### src/rtl/operand_bus_arbiter.sv
// Operand bus arbiter: grants one of four sources (vector D, scalars A/B/C)
// to a single registered output bus using round-robin priority, holds the
// granted operand stable under backpressure, and pulses a one-hot ack on the
// cycle the consumer takes it.
//
// state | meaning
// ------+-------------------------------------------------------------
// IDLE  | no operand held; out_valid=0, any request is granted next edge
// HOLD  | out_data/out_sel hold the granted operand; waiting for out_ready
module operand_bus_arbiter #(
  parameter int S = 32,
  parameter int V = 192
) (
  input  logic         clk,
  input  logic         rst_n,
  input  logic [3:0]   req,
  input  logic [V-1:0] D,
  input  logic [S-1:0] A,
  input  logic [S-1:0] B,
  input  logic [S-1:0] C,
  output logic [3:0]   ack,
  output logic         out_valid,
  input  logic         out_ready,
  output logic [V-1:0] out_data,
  output logic [1:0]   out_sel,
  output logic         busy
);

  typedef enum logic {
    IDLE = 1'b0,
    HOLD = 1'b1
  } state_t;

  state_t       state;
  state_t       state_nxt;
  logic [1:0]   ptr;
  logic [1:0]   ptr_nxt;
  logic [1:0]   sel_nxt;
  logic [V-1:0] data_nxt;

  logic         handshake;
  logic [3:0]   sel_onehot;
  logic [3:0]   eligible;
  logic [1:0]   start;
  logic [1:0]   idx;
  logic [1:0]   winner;
  logic         found;
  logic [V-1:0] win_data;

  // Handshake detection and the ack pulse for the currently held source.
  always_comb begin
    sel_onehot = 4'b0001 << out_sel;
    handshake  = (state == HOLD) && out_ready;
    ack        = (handshake && rst_n) ? sel_onehot : 4'b0000;
  end

  // Round-robin search; on a handshake the just-acked source is masked and
  // the search already starts from the advanced pointer so back-to-back
  // grants see the same priority order the registered pointer will hold.
  always_comb begin
    eligible = handshake ? (req & ~sel_onehot) : req;
    start    = handshake ? (out_sel + 2'd1) : ptr;
    found    = 1'b0;
    winner   = start;
    idx      = start;
    for (int k = 0; k < 4; k++) begin
      idx = start + 2'(k);
      if (!found && eligible[idx]) begin
        found  = 1'b1;
        winner = idx;
      end
    end
  end

  // Operand mux for the winner; scalars are zero-extended onto the wide bus.
  always_comb begin
    win_data = '0;
    case (winner)
      2'd0:    win_data = D;
      2'd1:    win_data = V'(A);
      2'd2:    win_data = V'(B);
      default: win_data = V'(C);
    endcase
  end

  // Next-state and next-register values for the two-state grant FSM.
  always_comb begin
    state_nxt = state;
    ptr_nxt   = ptr;
    sel_nxt   = out_sel;
    data_nxt  = out_data;
    case (state)
      IDLE: begin
        if (found) begin
          state_nxt = HOLD;
          sel_nxt   = winner;
          data_nxt  = win_data;
        end
      end
      HOLD: begin
        if (handshake) begin
          ptr_nxt = out_sel + 2'd1;
          if (found) begin
            sel_nxt  = winner;
            data_nxt = win_data;
          end else begin
            state_nxt = IDLE;
          end
        end
      end
      default: state_nxt = IDLE;
    endcase
  end

  // State and operand registers with synchronous active-low reset.
  always_ff @(posedge clk) begin
    if (!rst_n) begin
      state    <= IDLE;
      ptr      <= 2'd0;
      out_sel  <= 2'd0;
      out_data <= '0;
    end else begin
      state    <= state_nxt;
      ptr      <= ptr_nxt;
      out_sel  <= sel_nxt;
      out_data <= data_nxt;
    end
  end

  // Valid and busy are the same view of the HOLD state.
  always_comb begin
    out_valid = (state == HOLD);
    busy      = out_valid;
  end

endmodule

### config.mk
export PLATFORM = sky130hd
export DESIGN_NAME = operand_bus_arbiter
export DESIGN_NICKNAME = d
export VERILOG_FILES = /design/src/rtl/operand_bus_arbiter.sv
export SDC_FILE = /design/constraint.sdc
export NUM_CORES = 1
export LEC_CHECK = 0
export ABC_AREA = 0
export CAP_MARGIN = 20
export CORE_AREA = 2 2 194 196
export DETAILED_ROUTE_END_ITERATION = 6
export DIE_AREA = 0 0 196 198
export DONT_BUFFER_PORTS = 1
export PLACE_DENSITY = 0.48
export SKIP_CTS_REPAIR_TIMING = 1
export SLEW_MARGIN = 20
export SYNTH_ARGS = -nofsm -noshare
export SYNTH_HDL_FRONTEND = slang
export SYNTH_SLANG_ARGS = --single-unit
### constraint.sdc
create_clock -name clk -period 5.1 [get_ports clk]
set_clock_uncertainty 0.1 [all_clocks]
set_input_delay 1.02 -clock clk [delete_from_list [all_inputs] [get_ports clk]]
set_output_delay 1.02 -clock clk [all_outputs]
set_load 0.1 [all_outputs]
Yosys cells after proc, flatten, opt, wreduce, memory -nomap -nowiden
Cells that the tools add are included.
- register bits: 197
- bits in latches: 0
- memory bits (writable): 0
- bits in read-only memories: 0
- input port bits: 295
- output and inout bits: 200
- memories: 0
- add/subtract/negate cells: 4
- multiply operators: 0
- divide/modulo/power cells: 0
- $lt $le $gt $ge: 4
- eq/ne operators: 3
- shifts and indexed selects: 1
- muxes and demuxes: 28
- bitwise operators: 3
- reduce and logical (&&, ||, !) cells: 9
- operators with widths (operator ; number):
    $pmux 192 s3 ; 1
    $mux 192 ; 2
    $pmux 192 s2 ; 1
    $lt 2x3->1 const B ; 4
    $mux 2 ; 6
    $mux 1 ; 10
    $bmux 1 s2 ; 4
    $mux 4 ; 2
    $logic_and 1x1->1 ; 5
    $add 2x1->2 const B ; 2
    $add 2x2->2 const B ; 2
    $and 4x4->4 ; 1
    $not 4->4 ; 1
    $pmux 2 s2 ; 1
    $shl 1x2->4 const A ; 1
    $logic_not 1->1 ; 3
    $eq 2x1->1 const B ; 1
    $eq 2x2->1 const B ; 1
    $logic_not 2->1 ; 1
    $ne 2x1->1 const B ; 1
    $pmux 1 s2 ; 1
    $not 1->1 ; 1

Depth between registers and ports, before layout
Gate-level depths: netlist of the first run.
- depth in word-level cells: 21
- gate-level depth with buffers: 11
- gate-level depth less buffers: 8

Least setup slack after synthesis of the first run
No wires, ideal clock.
- path kind: input-to-output
- start: input rst_n
- end: output ack[0]
- arrival: 2.300 ns
- setup slack: 1.680 ns
- stages: 3
- path buffers: 2
- path through: clkbuf_1 > clkbuf_1 > and3_1
- longest elaborated chain between the ends: 2
- RTL lines (item ; line ; source):
    start: declaration ; 15 ; input logic rst_n,
    $logic_and 1x1->1 ; 54 ; ack = (handshake && rst_n) ? sel_onehot : 4'b0000;
    $mux 4 ; 54 ;
    end: declaration ; 21 ; output logic [3:0] ack,
No other way between the ends.

Final worst setup path of the first run
- start: register out_sel[0]
- end: register out_data[170]
- longest elaborated chain between the ends: 21
- RTL lines (item ; line ; source):
    start: declaration ; 25 ; output logic [1:0] out_sel,
    start signal: assignment ; 125 ; out_sel <= sel_nxt;
    parallel branches: the longest is 18 deep, another holds $add 2x1->2 ; - ;
    $mux 192 * ; 94, 103 ;
    $mux 192 ; 101 ; if (handshake) begin
    $pmux 192 s2 * ; 92 ; case (state)
    end signal: assignment ; 126 ; out_data <= data_nxt;
    end: declaration ; 24 ; output logic [V-1:0] out_data,
Mark *: on every way between the ends. The select of a mux whose other input is x is not followed.
A chain may end at the register's enable or synchronous reset.

==> results by group, run 1 <==
Status
  – Status: finished clean

STA
  – TNS Setup: 0 ns
  – Final hold vios: 0
  – Final setup fails: 0
  – Final period util: 0.663
  – Worst Tran Pin Value: about 1.1 ns
  – Slew HR: 0.271
  – Post-route minimum period: 3.38 ns
  – Unrepaired setup endpoints after global routing: false
  – FMAX: 296 MHz
  – Slew Limit Fails: 0

Setup path
  – Crit path DAT: 3.61 ns
  – Crit-path max FO: 136
  – Critical Path RT: approximately 5.3 ns
  – Cell Chain, Critical Path: buf_4 > inv_1 > ha_1 > nand3_1 > a21boi_2 > nor2_1 > a221o_4 > buf_12 > nand4_1 > a21boi_0
  – Max incr delay on CP: approximately 0.50 ns
  – Crit-path slowest cell: a221o_4
  – Reg2reg setup slack: 1.72 ns
  – CP startpoint kind: flop
  – Worst setup EP type: flop
  – Crit-path leading delay family: compound AO/OA/AOI/OAI gates
  – Worst-case reg-to-reg path depth: 10
  – RR Endpoint: out_data[170]
  – Critical path class: flop to flop
  – Buf/Inv on CP: 3
  – Critical R2R Launch: out_sel[0]

Final layout
  – Final core area utilization: 0.265
  – Post-layout net count: 1202
  – Share of cells above drive strength 1: 0.0895
  – P&R area growth vs syn: 10.2%
  – Commonest non-fill, non-tap cell in the layout: nand2_1
  – Most frequent cells in the layout: nand2_1 (200), dfxtp_1 (196), nand4_1 (161), a21boi_0 (160), mux2i_1 (64)
  – Fin area: 9800 µm²

Synth
  – Leading register cell type out of synthesis: dfxtp_1
  – Synth unique cells: 37
  – #FFs+latches synth: 197
  – Synth warn: 0
  – Synth Cell Area: 8900 µm²
  – Avg Cell Area, Syn: just over 9 µm²
  – Share of the synthesized area in the top cell type: 0.443
  – Post-synth EDFFs: 0
  – Asr flop ratio synth: 0
  – Cell taking the most area after synthesis: dfxtp_1
  – Syn Nets: 1280
  – Seq/Total Area, Yosys: 0.443
  – Synth Instances: 981
  – Dominant cells by area after synthesis: dfxtp_1 (44%), a21boi_0 (14%), nand4_1 (11%), nand2_1 (8.4%), mux2i_1 (7.2%)

Placement
  – GP Congestion: 0.907
  – Port-buffer cells: 0
  – Placed instance area: 9190 µm²
  – HPWL Detailed: 20200 µm

Clock tree
  – TritonCTS clock tree: yes
  – Clock buffer count from CTS: 17
  – Clk root buf: clkbuf_16
  – Clock Latency Late Sink: 0.44 ns
  – TritonCTS Sinks: just under 200
  – Clock Tree Buf Depth: 2
  – H-Tree Depth: 4
  – Clock-pin slew on the worst setup and hold paths: 0.07 ns

Floorplanning
  – # IOs: just under 500
  – Num rows: 71
  – Chip height: between 150 and 200 µm
  – Starting Density: 0.241
  – Die W: around 200 µm
  – Die ar.: 38800 µm²
  – Core ar.: about 37000 µm²

Worst hold path
  – Hold WC Path Type: flop to flop
  – Hold depth: 2
  – Min-Delay Endpoint: ptr[1]
  – Hold path start: ptr[1]

Flow run
  – Max cap viols: 0

Detailed routing
  – Routed length per instance: about 21 µm
  – DRT Wirelength: 29900 µm
  – Via count: 7238
  – Routed Antenna Nets: 0
  – Initial drt markers: around 330
  – Drt drc: 0
  – First-pass iteration count of the detailed router: 4
  – Routed vias/inst: 5.18

Pwr
  – Peak VDD IR: 0.000221 V
  – Power density over the cells: 491 nW/µm²
  – Leak pwr: 3.44 nW

Global routing
  – Initial antenna violation count: 6
  – Overflow after GRT: 0
  – First-pass GRT wire length: 42700 µm
  – Largest net degree at the start of global routing: 173
  – Gr usage total: 0.145
  – Vias in the first global route: around 6800
-- cell type report --
cell class	count	area, µm²
Fill cell	3995	27200
Multi-Input combinational cell	667	4470
Sequential cell	197	3950
Tap cell	474	593
Clock buffer	20	447
Timing Repair Buffer	14	180
Clock inverter	12	129
Inverter	6	22.5
Antenna cell	6	15.0
-- state kept, by name, indices dropped and copies added (netlist names) --
register and cells:
ptr 2, out_sel 2, busy 1, out_data 192
-- stage by stage --
stage	hold WS, ns	setup slack, ns	std cells	power (mW)
4_1_cts	0.501	1.58	1389	4.88
3_3_place_gp	0.488	1.59	1357	3.48
2_1_floorplan	0.432	1.68	981	3.33
3_5_place_dp	0.489	1.50	1357	3.49
5_1_grt	0.559	1.56	1396	4.99
6_report	0.496	1.72	1396	4.81
-- cell usage after synthesis (all sizes together), types with 6 or more instances --
library cell / instances
dfxtp: 197
nand3: 7
inv: 6
o221ai: 33
nand2: 200
clkbuf: 42
nor2: 6
a21boi: 161
mux2i: 64
nand4: 161
buf: 69
-- how the worst max path moves through the flow --
| stage | to | from | cells past startpoint | slack, ns |
|---|---|---|---|---|
| finish | out_data[170] | out_sel[0] | 10 | 1.72 |
| global route | out_data[25] | out_sel[0] | 9 | 1.56 |
| CTS | out_data[26] | out_sel[0] | 8 | 1.58 |
| detailed placement | out_data[26] | out_ready | 6 | 1.50 |
| global placement | out_data[0] | out_ready | 6 | 1.59 |
| floorplan | ack[0] | rst_n | 3 | 1.68 |
-- layer usage --
layer	vias to the layer above	GRT usage	part of all wire
li1	3416	-	-
met1	3466	0.161	0.38
met2	328	0.255	0.52
met3	28	0.0467	0.077
met4	0	0.0581	0.023
met5	-	0	0
-- power by group --
part / leakage, nW / total [mW] / internal, mW / switching [mW]
Combinational: 1.54 / 0.633 / 0.229 / 0.405
Clock: 0.276 / 1.36 / 0.735 / 0.629
Sequential: 1.61 / 2.81 / 1.68 / 1.13
Total: 3.44 / 4.81 / 2.64 / 2.17
-- cells by family (layout without fill, tap and decap cells) --
| family | Yosys count | after routing | synth area share |
|---|---|---|---|
| multiplexers | 64 | 64 | 0.0720 |
| flip-flops | 197 | 197 | 0.443 |
| AO/OA/AOI/OAI | 210 | 210 | 0.203 |
| adder cells (fa/ha/maj) | 4 | 4 | 0.00563 |
| buffers and inverters | 117 | 52 | 0.0610 |
| other | 0 | 6 | 0 |
| AND/OR/NAND/NOR | 389 | 389 | 0.215 |
-- worst min-delay path, stage by stage, from the launching register on --
cell and delay [ns]:
dfxtp_1 0.36, a21boi_2 0.10, nor2b_1 0.10
Note: power is estimated with default switching activity, not from simulation.
==> run 2, diff against run 1 <==
--- a/config.mk
+++ b/config.mk
@@ -5,13 +5,13 @@
 export SDC_FILE = /design/constraint.sdc
 export NUM_CORES = 1
 export LEC_CHECK = 0
-export ABC_AREA = 0
+export ABC_AREA = 1
 export CAP_MARGIN = 20
 export CORE_AREA = 2 2 194 196
 export DETAILED_ROUTE_END_ITERATION = 6
 export DIE_AREA = 0 0 196 198
 export DONT_BUFFER_PORTS = 1
-export PLACE_DENSITY = 0.48
+export PLACE_DENSITY = 0.47
 export SKIP_CTS_REPAIR_TIMING = 1
 export SLEW_MARGIN = 20
 export SYNTH_ARGS = -nofsm -noshare
==> constraint.sdc (replaced) <==
create_clock -name clk -period 3.5 [get_ports clk]
set_clock_uncertainty 0.1 [all_clocks]
set_input_delay 0.7 -clock clk [delete_from_list [all_inputs] [get_ports clk]]
set_output_delay 0.7 -clock clk [all_outputs]
set_load 0.1 [all_outputs]
==> run 2 against run 1 <==
  * Critical path depth grew 8
  * Critical path type unchanged
  * Routed wire length shrank 1.0%
  * Register-to-register slack lost 1.4 ns
  * Combinational power grew to 4.7 times the previous value
  * Global-route usage is essentially flat
  * Non-clock buffer count grew 17
  * Total power grew 140%
  * Sequential share of layout area grew 1.5 points
  * Count of clock-buffer cells in the layout shrank 2
  * Fmax grew 6.0%
  * First-iteration DRC count grew 15%
==> results by group, run 2 <==
Synth
  – Synth warn: 0 (unchanged)
  – Largest family of logic cells by synthesized area: simple AND/OR/NAND/NOR gates
  – XOR/XNOR Fraction of Synth Area: 0 (unchanged)
  – Commonest cells in the netlist: nand2_1 (438), dfxtp_1 (197), a21oi_1 (179)
  – Adder-cell area share of the yosys netlist: 0.00595 (+0.000327)
  – Leading register cell type out of synthesis: dfxtp_1
  – Most common cell in the netlist: nand2_1
  – Post-synth EDFFs: 0 (unchanged)
  – #FFs+latches synth: 197 (unchanged)
  – Asr flop ratio synth: 0 (unchanged)
  – Synth Cell Area: 8410 µm² (-5.5%)
  – Cell taking the most area after synthesis: dfxtp_1
  – Syn Nets: 1479 (+16%)
  – Seq/Total Area, Yosys: 0.469 (+0.0258)
  – Synth Instances: 1180 (+20%)
  – Avg Cell Area, Syn: 7.12 µm² (-21%)
  – Dominant cells by area after synthesis: dfxtp_1 (47%), nand2_1 (20%), a21oi_1 (11%), nand3_1 (5.7%), nor2_1 (2.8%)
  – Simple-gate area share of the yosys netlist: 0.321 (+0.106)
  – Synth Area in Compound Gates: 0.133 (-0.0696)
  – Post-synthesis mux area share: 0 (-0.0720)
  – Share of the synthesized area in the top cell type: 0.469 (+0.0258)
  – Synth unique cells: 27 (-27%)

Detailed routing
  – Via count: 7669 (+6.0%)
  – Initial drt markers: 377 (+15%)
  – Routed Antenna Nets: 0 (unchanged)
  – Routed length per instance: 18.1 µm (-15%)
  – Drt drc: 0 (unchanged)
  – DRT Wirelength: 29600 µm (-1.0%)
  – Routed vias/inst: 4.70 (-9.4%)
  – First-pass iteration count of the detailed router: 6 (+2)

Final layout
  – Most frequent cells in the layout: nand2_1 (438), dfxtp_1 (196), a21oi_1 (179), nand3_1 (95), nor2_1 (59)
  – Commonest non-fill, non-tap cell in the layout: nand2_1
  – Reg with most FFs: out_data
  – Max reg flops: 192 (unchanged)
  – Top flop regs: out_data: 192 flops, out_sel: 2 flops, ptr: 2 flops
  – Share of cells above drive strength 1: 0.0926 (+0.00312)
  – P&R area growth vs syn: 12.5%
  – Post-layout net count: 1441 (+20%)

Global routing
  – Initial antenna violation count: 3 (-3)
  – Vias in the first global route: 7299 (+7.4%)
  – Gr usage total: 0.144 (about the same)
  – Largest net degree at the start of global routing: 105 (-39%)
  – First-pass GRT wire length: 42400 µm (-0.71%)
  – Overflow after GRT: 0 (unchanged)

Placement
  – Port-buffer cells: 0 (unchanged)
  – GP Congestion: 0.823 (-9.2%)
  – HPWL Detailed: 22100 µm (+9.5%)
  – Dpl ws: 0.252 ns (-1.25 ns)

STA
  – Post-route minimum period: 3.19 ns (-0.192 ns)
  – Final setup fails: 0 (unchanged)
  – Slew Limit Fails: 0 (unchanged)
  – Worst Tran Pin Value: 1.10 ns (+0.00710 ns)
  – TNS Setup: 0 ns (unchanged)
  – Setup slack after layout: 0.311 ns (-1.41 ns)
  – Unrepaired setup endpoints after global routing: false
  – Final hold vios: 0 (unchanged)
  – Final period util: 0.911 (+0.248)
  – FMAX: 314 MHz (+6.0%)
  – Slew HR: 0.266 (-0.00474)

Clock tree
  – Clk root buf: clkbuf_16
  – TritonCTS clock tree: yes
  – TritonCTS Sinks: 197 (unchanged)
  – Clock-pin slew on the worst setup and hold paths: 0.08 ns (about the same)
  – Clock buffer count from CTS: 17 (unchanged)
  – Clock Tree Buf Depth: 2 (unchanged)
  – Clock Latency Late Sink: 0.46 ns (+0.02 ns)
  – H-Tree Depth: 4 (unchanged)

Setup path
  – Reg2reg setup slack: 0.31 ns (-1.41 ns)
  – Max incr delay on CP: 0.35 ns (-0.15 ns)
  – Critical R2R Launch: out_sel[0]
  – Worst setup EP type: flop
  – Critical path class: flop to flop
  – Worst-case reg-to-reg path depth: 18 (+8)
  – Cell Chain, Critical Path: inv_1 > ha_1 > inv_1 > nand3_1 > nand2_1 > nand2_1 > nand2_1 > nand2_1 > nand2_2 > nand3_1 > nand2_1 > nand3_2 > nand2_2 > inv_2 > nor2_8 > buf_12 > nand2_1 > a21oi_1
  – Crit-path slowest cell: dfxtp_1
  – Most common cell on crit path: nand2_1
  – Crit path DAT: 3.48 ns (-0.13 ns)
  – Critical Path RT: 3.79 ns (-1.54 ns)
  – Crit-path max FO: 84 (-38%)
  – CP startpoint kind: flop
  – RR Endpoint: out_data[99]

Pwr
  – Power density over the cells: 1210 nW/µm² (+150%)
  – Peak VDD IR: 0.000618 V (+180%)
  – Leak pwr: 3.44 nW (about the same)

Floorplanning
  – Starting Density: 0.227 (-0.0132)
  – Chip height: 198 µm (unchanged)
  – # IOs: 495 (unchanged)
  – Core ar.: 37000 µm² (unchanged)
  – Die ar.: 38800 µm² (unchanged)
  – Die W: 196 µm (unchanged)
  – Num rows: 71 (unchanged)

Worst hold path
  – Min-Delay Endpoint: out_data[70]
  – Hold depth: 2 (unchanged)
  – Hold WC Path Type: input port to flop
  – Hold path start: D[70]

Flow run
  – Max cap viols: 0 (unchanged)

Status
  – Status: finished clean
[run 2: changes by cell type after synthesis, moves of 16 or more]
cell      previous run  this run
a21boi_0           160         0
a21oi_1              0       179
buf_2               50        27
inv_1                6        25
mux2i_1             64         0
nand2_1            200       438
nand2_2              0        16
nand3_1              7        95
nand4_1            161        22
nor2_1               6        63
o21ai_0              1        26
o221ai_2            28         0
[run 2: routing by layer]
| layer | vias up | share of wire | track usage |
|---|---|---|---|
| li1 | 3751 | - | - |
| met1 | 3519 | 0.37 | 0.147 |
| met2 | 356 | 0.51 | 0.260 |
| met3 | 43 | 0.095 | 0.0535 |
| met4 | 0 | 0.028 | 0.0730 |
| met5 | - | 0 | 0 |
[run 2: worst max-delay path by stage]
stage                from      endpoint  slack (ns)  depth (start not counted)
3_5_place_dp    out_ready  out_data[88]        0.25                         16
3_3_place_gp    out_ready   out_data[4]        0.30                         18
2_1_floorplan  out_sel[0]        ack[3]        0.07                          3
6_report       out_sel[0]  out_data[99]        0.31                         18
5_1_grt        out_sel[0]  out_data[92]        0.03                         18
4_1_cts        out_sel[0]   out_data[4]        0.30                         20
[run 2: metrics by stage]
stage | instances | power (mW) | hold WS [ns] | cell area (µm²) | utilization
floorplan | 1180 | 8.65 | 0.514 | 8410 | -
global placement | 1597 | 9.50 | 0.567 | 8880 | 0.240
detailed placement | 1597 | 9.55 | 0.552 | 8880 | 0.240
CTS | 1629 | 11.5 | 0.219 | 9450 | 0.256
global route | 1632 | 12.0 | 0.234 | 9460 | 0.256
finish | 1632 | 11.4 | 0.263 | 9460 | 0.256
[run 2: report_power, final]
group | switching (mW) | internal, mW | total (mW)
logic | 2.08 | 0.923 | 3.00
registers | 3.75 | 2.71 | 6.46
clock network | 1.00 | 0.949 | 1.95
[run 2: area by class of cell]
cell class                 count  area (µm²)
antenna                        3        7.51
clock buffer                  18         429
clock inverter                14         143
fill                        4154       27500
inverter                      29         119
multi-input combinational    866        3880
sequential                   197        3950
tap                          474         593
timing repair buffer          31         345
[run 2: kinds of logic (layout without fill, tap and decap cells)]
kind of cell / count (synthesis) / in the layout
AOI/OAI and AO/OA: 216 / 216
adders and majority gates: 4 / 4
buffers and inverters: 117 / 92
DFF: 197 / 197
other: 0 / 3
and+or+nand+nor: 646 / 646
[run 2: worst max-delay path: cells and delay by family, from the launching register on]
family	cells	cell delay [ns]
AO/OA/AOI/OAI	1	0.14
adder cells (fa/ha/maj)	1	0.31
buffers and inverters	4	0.65
flip-flops	1	0.35
AND/OR/NAND/NOR	12	1.43
